`src/rtl/execute_load_store_sequencer_pkg.sv`:
```
// Shared encodings for the execute-stage load/store sequencer:
// access order, FSM state, default tag width and the latched request bundle.
package execute_load_store_sequencer_pkg;

    localparam int TAG_W_DEF = 5;

    localparam logic [1:0] ORDER_BYTE = 2'd0;
    localparam logic [1:0] ORDER_HALF = 2'd1;
    localparam logic [1:0] ORDER_WORD = 2'd2;

    typedef enum logic [1:0] {
        ST_IDLE  = 2'd0,
        ST_ISSUE = 2'd1,
        ST_WAIT  = 2'd2
    } state_e;

    typedef struct packed {
        logic        rw;
        logic [31:0] pdt;
        logic [31:0] addr;
        logic [31:0] data;
        logic [1:0]  order;
        logic [1:0]  shift;
        logic [3:0]  mask;
    } req_t;

endpackage

```
`src/rtl/execute_load_store_extract.sv`:
```
// Load-data lane extraction: shifts the response right by whole bytes and
// zero-extends byte/half/word. Ports: iDATA, iSHIFT, iORDER in; oDATA out.
module execute_load_store_extract
    import execute_load_store_sequencer_pkg::*;
(
    input  logic [31:0] iDATA,
    input  logic [1:0]  iSHIFT,
    input  logic [1:0]  iORDER,
    output logic [31:0] oDATA
);

    logic [31:0] shifted;

    always_comb begin
        shifted = iDATA >> {iSHIFT, 3'b000};
        unique case (iORDER)
            ORDER_BYTE: oDATA = {24'h0, shifted[7:0]};
            ORDER_HALF: oDATA = {16'h0, shifted[15:0]};
            default:    oDATA = shifted;
        endcase
    end

endmodule

```
`src/rtl/execute_load_store_sequencer.sv`:
```
// Single-outstanding load/store sequencer between execute and the data-memory
// port. Ports: iCLOCK/inRESET/iFLUSH; iREQ_* request with oREQ_BUSY stall;
// oDATAIO_* request with iDATAIO_BUSY, iDATAIO_VALID/DATA load response;
// oWB_* one-cycle writeback pulse with extracted data and fault flag.
module execute_load_store_sequencer
    import execute_load_store_sequencer_pkg::*;
#(
    parameter int TAG_W   = TAG_W_DEF,
    parameter int TIMEOUT = 256
) (
    input  logic             iCLOCK,
    input  logic             inRESET,
    input  logic             iFLUSH,
    input  logic             iREQ_VALID,
    output logic             oREQ_BUSY,
    input  logic             iREQ_RW,
    input  logic [31:0]      iREQ_PDT,
    input  logic [31:0]      iREQ_ADDR,
    input  logic [31:0]      iREQ_DATA,
    input  logic [1:0]       iREQ_ORDER,
    input  logic [1:0]       iREQ_LOAD_SHIFT,
    input  logic [3:0]       iREQ_LOAD_MASK,
    input  logic [TAG_W-1:0] iREQ_TAG,
    output logic             oDATAIO_REQ,
    input  logic             iDATAIO_BUSY,
    output logic             oDATAIO_RW,
    output logic [31:0]      oDATAIO_PDT,
    output logic [31:0]      oDATAIO_ADDR,
    output logic [31:0]      oDATAIO_DATA,
    output logic [1:0]       oDATAIO_ORDER,
    output logic [3:0]       oDATAIO_MASK,
    input  logic             iDATAIO_VALID,
    input  logic [31:0]      iDATAIO_DATA,
    output logic             oWB_VALID,
    output logic             oWB_RW,
    output logic [TAG_W-1:0] oWB_TAG,
    output logic [31:0]      oWB_DATA,
    output logic             oWB_FAULT
);

    localparam int CNT_W = (TIMEOUT > 1) ? $clog2(TIMEOUT) : 1;

    state_e             state_q, state_d;
    req_t               req_q, req_d;
    logic [TAG_W-1:0]   tag_q, tag_d;
    logic [CNT_W-1:0]   cnt_q, cnt_d;
    logic               stale_q, stale_d;
    logic               busy_q, busy_d;
    logic               dreq_q, dreq_d;
    logic               wb_valid_q, wb_valid_d;
    logic               wb_rw_q, wb_rw_d;
    logic [TAG_W-1:0]   wb_tag_q, wb_tag_d;
    logic [31:0]        wb_data_q, wb_data_d;
    logic               wb_fault_q, wb_fault_d;

    logic               accept;
    logic               rsp_ok;
    logic               timeout_hit;
    logic [31:0]        ext_data;

    execute_load_store_extract u_extract (
        .iDATA  (iDATAIO_DATA),
        .iSHIFT (req_q.shift),
        .iORDER (req_q.order),
        .oDATA  (ext_data)
    );

    always_comb begin
        accept      = iREQ_VALID && !busy_q && !iFLUSH;
        rsp_ok      = iDATAIO_VALID && !stale_q;
        timeout_hit = (TIMEOUT != 0) && (cnt_q == CNT_W'(TIMEOUT - 1));

        state_d    = state_q;
        req_d      = req_q;
        tag_d      = tag_q;
        cnt_d      = cnt_q;
        stale_d    = stale_q;
        wb_valid_d = 1'b0;
        wb_rw_d    = req_q.rw;
        wb_tag_d   = tag_q;
        wb_data_d  = '0;
        wb_fault_d = 1'b0;

        // A response owed to an abandoned load is swallowed wherever it lands.
        if (iDATAIO_VALID && stale_q) begin
            stale_d = 1'b0;
        end

        unique case (state_q)
            ST_IDLE: begin
                if (accept) begin
                    req_d.rw    = iREQ_RW;
                    req_d.pdt   = iREQ_PDT;
                    req_d.addr  = iREQ_ADDR;
                    req_d.data  = iREQ_DATA;
                    req_d.order = iREQ_ORDER;
                    req_d.shift = iREQ_LOAD_SHIFT;
                    req_d.mask  = iREQ_LOAD_MASK;
                    tag_d       = iREQ_TAG;
                    if (iREQ_LOAD_MASK == 4'b0000) begin
                        wb_valid_d = 1'b1;
                        wb_rw_d    = iREQ_RW;
                        wb_tag_d   = iREQ_TAG;
                        wb_fault_d = 1'b1;
                    end else begin
                        state_d = ST_ISSUE;
                    end
                end
            end
            ST_ISSUE: begin
                if (!iDATAIO_BUSY) begin
                    // Memory took the access; a flush cannot recall it.
                    if (req_q.rw) begin
                        state_d    = ST_IDLE;
                        wb_valid_d = 1'b1;
                    end else if (iFLUSH) begin
                        state_d = ST_IDLE;
                        stale_d = 1'b1;
                    end else begin
                        state_d = ST_WAIT;
                        cnt_d   = '0;
                    end
                end else if (iFLUSH) begin
                    state_d = ST_IDLE;
                end
            end
            ST_WAIT: begin
                cnt_d = cnt_q + CNT_W'(1);
                if (rsp_ok) begin
                    state_d    = ST_IDLE;
                    wb_valid_d = 1'b1;
                    wb_data_d  = ext_data;
                end else if (timeout_hit) begin
                    state_d    = ST_IDLE;
                    wb_valid_d = 1'b1;
                    wb_fault_d = 1'b1;
                    stale_d    = 1'b1;
                end
                if (iFLUSH) begin
                    state_d = ST_IDLE;
                    // Only still-owed responses need discarding.
                    if (!rsp_ok) begin
                        stale_d = 1'b1;
                    end
                end
            end
            default: begin
                state_d = ST_IDLE;
            end
        endcase

        if (iFLUSH) begin
            wb_valid_d = 1'b0;
        end
        if (!wb_valid_d) begin
            wb_rw_d    = 1'b0;
            wb_tag_d   = '0;
            wb_data_d  = '0;
            wb_fault_d = 1'b0;
        end

        busy_d = (state_d != ST_IDLE);
        dreq_d = (state_d == ST_ISSUE);
    end

    always_ff @(posedge iCLOCK or negedge inRESET) begin
        if (!inRESET) begin
            state_q    <= ST_IDLE;
            req_q      <= '0;
            tag_q      <= '0;
            cnt_q      <= '0;
            stale_q    <= 1'b0;
            busy_q     <= 1'b0;
            dreq_q     <= 1'b0;
            wb_valid_q <= 1'b0;
            wb_rw_q    <= 1'b0;
            wb_tag_q   <= '0;
            wb_data_q  <= '0;
            wb_fault_q <= 1'b0;
        end else begin
            state_q    <= state_d;
            req_q      <= req_d;
            tag_q      <= tag_d;
            cnt_q      <= cnt_d;
            stale_q    <= stale_d;
            busy_q     <= busy_d;
            dreq_q     <= dreq_d;
            wb_valid_q <= wb_valid_d;
            wb_rw_q    <= wb_rw_d;
            wb_tag_q   <= wb_tag_d;
            wb_data_q  <= wb_data_d;
            wb_fault_q <= wb_fault_d;
        end
    end

    assign oREQ_BUSY     = busy_q;
    assign oDATAIO_REQ   = dreq_q;
    assign oDATAIO_RW    = req_q.rw;
    assign oDATAIO_PDT   = req_q.pdt;
    assign oDATAIO_ADDR  = req_q.addr;
    assign oDATAIO_DATA  = req_q.data;
    assign oDATAIO_ORDER = req_q.order;
    assign oDATAIO_MASK  = req_q.mask;
    assign oWB_VALID     = wb_valid_q;
    assign oWB_RW        = wb_rw_q;
    assign oWB_TAG       = wb_tag_q;
    assign oWB_DATA      = wb_data_q;
    assign oWB_FAULT     = wb_fault_q;

endmodule

```
`config.mk`:
```
export PLATFORM = sky130hd
export DESIGN_NAME = execute_load_store_sequencer
export DESIGN_NICKNAME = d
export VERILOG_FILES = /design/src/rtl/execute_load_store_sequencer_pkg.sv /design/src/rtl/execute_load_store_extract.sv /design/src/rtl/execute_load_store_sequencer.sv
export SDC_FILE = /design/constraint.sdc
export NUM_CORES = 1
export LEC_CHECK = 0
export CAP_MARGIN = 40
export CORE_MARGIN = 1
export CORE_UTILIZATION = 45
export CTS_BUF_LIST = sky130_fd_sc_hd__clkbuf_16
export CTS_CLUSTER_DIAMETER = 150
export DETAILED_ROUTE_END_ITERATION = 6
export MAX_ROUTING_LAYER = met4
export PLACE_DENSITY = 0.83
export SYNTH_ARGS = -nofsm -noshare
export SYNTH_HDL_FRONTEND = slang
export SYNTH_SLANG_ARGS = --single-unit
```
`constraint.sdc`:
```
create_clock -name iCLOCK -period 3.38 [get_ports iCLOCK]
set_input_delay 0.676 -clock iCLOCK [delete_from_list [all_inputs] [get_ports iCLOCK]]
set_output_delay 0.676 -clock iCLOCK [all_outputs]
set_load 0.05 [all_outputs]
```
==> flow_summary.ini <==
[placed_design]
dp_hpwl_microns = 13000
gp_routability_congestion = 0.857
detailedPlace.worstSlack_ns = 0.641
input_output_buffers = 292

[drt]
route.detailed.vias_per_inst = 4.92
wl_per_cell_microns = 17.6
ant_nets = 0
1st_pass_router_iterations = 5
number_of_vias_after_detailed_routing = 4964
drt_first_iter_violations = 240
postRouteWirelength_microns = 17700
drcViolationCount = 0

[grt]
grt_pass1_wl_microns = 26700
grt_start_max_net_pins = 90
grt_util_all_layers = 0.216
global_route.overflow_total = 0
grt_pass1_vias = 5147
initial_antenna_violation_count = 0

[power]
ir_drop_v = 0.000576
swShare = 0.436
power.internal_mw = 6.00
total_switching_power_mw = 4.64
pwr_density_cell_nw_per_um2 = 1020
power.share.sequential = 0.297
clock_power_share = 0.189
power.share.combinational = 0.514
static-leakage-power_nw = 4.39

[layout]
fill_cells = 1172
antenna_cells_inserted = 0
design.final.nets = 932
layout-drive-gt1-share = 0.194
final_core_util = 0.653
syn2layout_area_growth_pct = 40.8

[logic_synthesis]
synth_seq_area_share = 0.551
post_synth_num_cell_types = 41
synth_ff_type = sky130_fd_sc_hd__dfrtp_1
syn_nets = 741
ys_seq_elements = 163
main_combinational_cell_family_by_area_after_synthesis = multiplexers
synthesis.yosys.warnings = 0
post_synth_and_or_nand_nor_area_fraction = 0.0719
synth_area_in_adders = 0.00846
syn-instance-count = 588
synthMuxAreaShare = 0.185
synth_xor_xnor_area_share = 0.00710
async_reset_ff_frac = 1.00
netlist_area_pre_place_sq_um = 7400
synth_compound_area_frac = 0.0538
number_of_enable_type_register_cells_in_the_synthesized_netlist = 0
postSynthAreaPerCell_sq_um = 12.6

[clock_tree]
postCtsHoldBufs = 0
cts_buffer_depth = 2
postCtsSetupBuffers = 0
cts_buf_count = 17
cts_tree = done
clk_root_buffer_cell = sky130_fd_sc_hd__clkbuf_16
cts.sink_count = 163
clk_pin_slew_ns = 0.06
clock_insertion_delay_worst_skew_ns = 0.43
cts_repair_resize_count = 0
cts_htree_levels = 4

[die]
initial_core_util = 0.464
floorplan.die.height_microns = 130
die_area_sq_um = 17000
floorplan.die.width_microns = 130
io_pins = 293
number_of_core_rows = 46
core_area_sq_um = 15900

[critical_path]
critical_path.n_buffers_inverters = 1
cp.arrival_ns = 1.78
worst_path_largest_cell_delay_ns = 0.87
crit_path_end_kind = primary output
r2r_setup_slk_ns = 1.22
critical_path.cell_chain = clkdlybuf4s50_1
worst-r2r-cell-count = 5
reg2reg_from = state_q[0]
worstReg2RegEnd = oWB_DATA[12]
critical_path_peak_fanout = 7
critPathRequiredTime_ns = 2.70
critPathKind = reg2out
cell_at_the_slowest_stage_of_the_critical_path = sky130_fd_sc_hd__clkdlybuf4s50_1
cp_top_family = buffers and inverters
crit_cells = 1
cp-start-kind = register

[sta]
finalWorstPathRequiredPeriod_ns = 2.46
achievable-frequency_mhz = 407
relSlewSlack = 0.519
final_hold_viol_count = 0
rsz0062_at_grt = no
timing.final.crit_share = 0.728
setup-violations-final = 0
setup_ws_ns = 0.920
accumulated_negative_setup_slack_ns = 0
fin_skew_ns = 0.0215
timing.final.max_slew_violations = 0
timing_worst_slew_pin_value_ns = 0.721

[outcome]
outcome = finished clean

[run]
maxCapViolations = 0

[min_path]
hp-class = in2async
[layout by cell type (no fill, tap or decap), types with 4 or more instances in the layout]
| cell | Yosys | final |
|---|---|---|
| sky130_fd_sc_hd__a211oi_2 | 4 | 4 |
| sky130_fd_sc_hd__xnor2_1 | 6 | 6 |
| sky130_fd_sc_hd__clkbuf_16 | 0 | 17 |
| sky130_fd_sc_hd__bufinv_16 | 0 | 4 |
| sky130_fd_sc_hd__dfrtp_1 | 163 | 163 |
| sky130_fd_sc_hd__mux2i_1 | 16 | 16 |
| sky130_fd_sc_hd__mux2_2 | 107 | 107 |
| sky130_fd_sc_hd__nand2_1 | 19 | 19 |
| sky130_fd_sc_hd__o21ai_0 | 5 | 5 |
| sky130_fd_sc_hd__a211oi_1 | 16 | 16 |
| sky130_fd_sc_hd__inv_1 | 5 | 6 |
| sky130_fd_sc_hd__nor2_1 | 40 | 40 |
| sky130_fd_sc_hd__buf_4 | 102 | 4 |
| sky130_fd_sc_hd__clkdlybuf4s50_1 | 0 | 291 |
| sky130_fd_sc_hd__a32o_1 | 6 | 6 |
| sky130_fd_sc_hd__ha_1 | 5 | 5 |
| sky130_fd_sc_hd__a21oi_1 | 12 | 12 |
| sky130_fd_sc_hd__nand3_1 | 9 | 9 |
| sky130_fd_sc_hd__and2_1 | 8 | 8 |
| sky130_fd_sc_hd__nor2b_1 | 12 | 12 |
[synthesized netlist by cell type (4+ instances only)]
master                     instances  share of area
sky130_fd_sc_hd__a211oi_2          4         0.0068
sky130_fd_sc_hd__and2_1            8         0.0068
sky130_fd_sc_hd__mux2i_1          16          0.022
sky130_fd_sc_hd__buf_4           102           0.10
sky130_fd_sc_hd__nor2_1           40          0.020
sky130_fd_sc_hd__buf_2            12         0.0081
sky130_fd_sc_hd__clkbuf_1          9         0.0046
sky130_fd_sc_hd__nor2b_1          12          0.010
sky130_fd_sc_hd__a32o_1            6         0.0081
sky130_fd_sc_hd__xnor2_1           6         0.0071
sky130_fd_sc_hd__dfrtp_1         163           0.55
sky130_fd_sc_hd__inv_1             5         0.0025
sky130_fd_sc_hd__mux2_2          107           0.16
sky130_fd_sc_hd__a211oi_1         16          0.016
sky130_fd_sc_hd__a21oi_1          12         0.0081
sky130_fd_sc_hd__nand2_1          19         0.0096
sky130_fd_sc_hd__nand3_1           9         0.0061
sky130_fd_sc_hd__o21ai_0           5         0.0034
sky130_fd_sc_hd__ha_1              5         0.0085
[power groups by stage]
stage	sequential (mW)	clock, mW	combinational [mW]
after floorplan	3.13	0	4.53
after global placement	3.16	0	5.34
after detailed placement	3.19	0	5.47
after CTS	3.16	2.06	5.50
after global routing	3.26	2.15	5.70
final	3.16	2.01	5.47
[layout make-up]
cell class	instances	area [sq um]	share of cell area
clock buffers	17	425	0.0408
flip-flops and latches	163	4080	0.392
repair buffers	299	3010	0.289
well taps	216	270	0.0259
clock inverters	15	189	0.0181
multi-input cells	293	2430	0.233
inverters	5	18.8	0.00180
[sequential cells by signal, indices dropped and copies added, names as in the netlist]
| register | count |
|---|---|
| stale_q | 1 |
| oDATAIO_PDT | 32 |
| req_q | 2 |
| oWB_FAULT | 1 |
| oDATAIO_ADDR | 32 |
| oWB_VALID | 1 |
| oDATAIO_ORDER | 2 |
| tag_q | 5 |
| oREQ_BUSY | 1 |
| oDATAIO_REQ | 1 |
| oWB_DATA | 32 |
| oWB_TAG | 5 |
| oDATAIO_RW | 1 |
| cnt_q | 8 |
| oDATAIO_DATA | 32 |
| oWB_RW | 1 |
| state_q | 2 |
| oDATAIO_MASK | 4 |
[how the worst max path moves through the flow]
| stage | startpoint | endpoint | slack (ns) |
|---|---|---|---|
| after floorplan | iFLUSH | cnt_q[5] | 1.39 |
| after global placement | iFLUSH | oWB_DATA[15] | 0.74 |
| after detailed placement | iFLUSH | oWB_DATA[12] | 0.64 |
| after CTS | oDATAIO_RW | oDATAIO_RW | 0.91 |
| after global routing | oDATAIO_RW | oDATAIO_RW | 0.89 |
| final | oDATAIO_RW | oDATAIO_RW | 0.92 |
[logic make-up after synthesis]
kind of cell | Yosys count
xor+xnor | 6
fa+ha+maj | 5
buf+inv | 132
flops | 163
mux | 123
compound gates | 53
simple gates | 106
[per-stage QoR]
stage,total power [mW],instances,hold WS (ns),area [sq um]
floorplan,7.66,588,0.380,7400
global placement,8.50,975,0.477,9790
detailed placement,8.66,976,0.488,9800
CTS,10.7,1008,0.286,10400
global route,11.1,1008,0.308,10400
finish,10.6,1008,0.256,10400
[per-layer routing]
metal | vias up | track usage | part of all wire
li1 | 2304 | - | -
met5 | - | - | 0
met1 | 2420 | 0.243 | 0.39
met2 | 206 | 0.360 | 0.52
met4 | 0 | 0.104 | 0.026
met3 | 34 | 0.0533 | 0.064
Power figures use the tool's default switching activity.
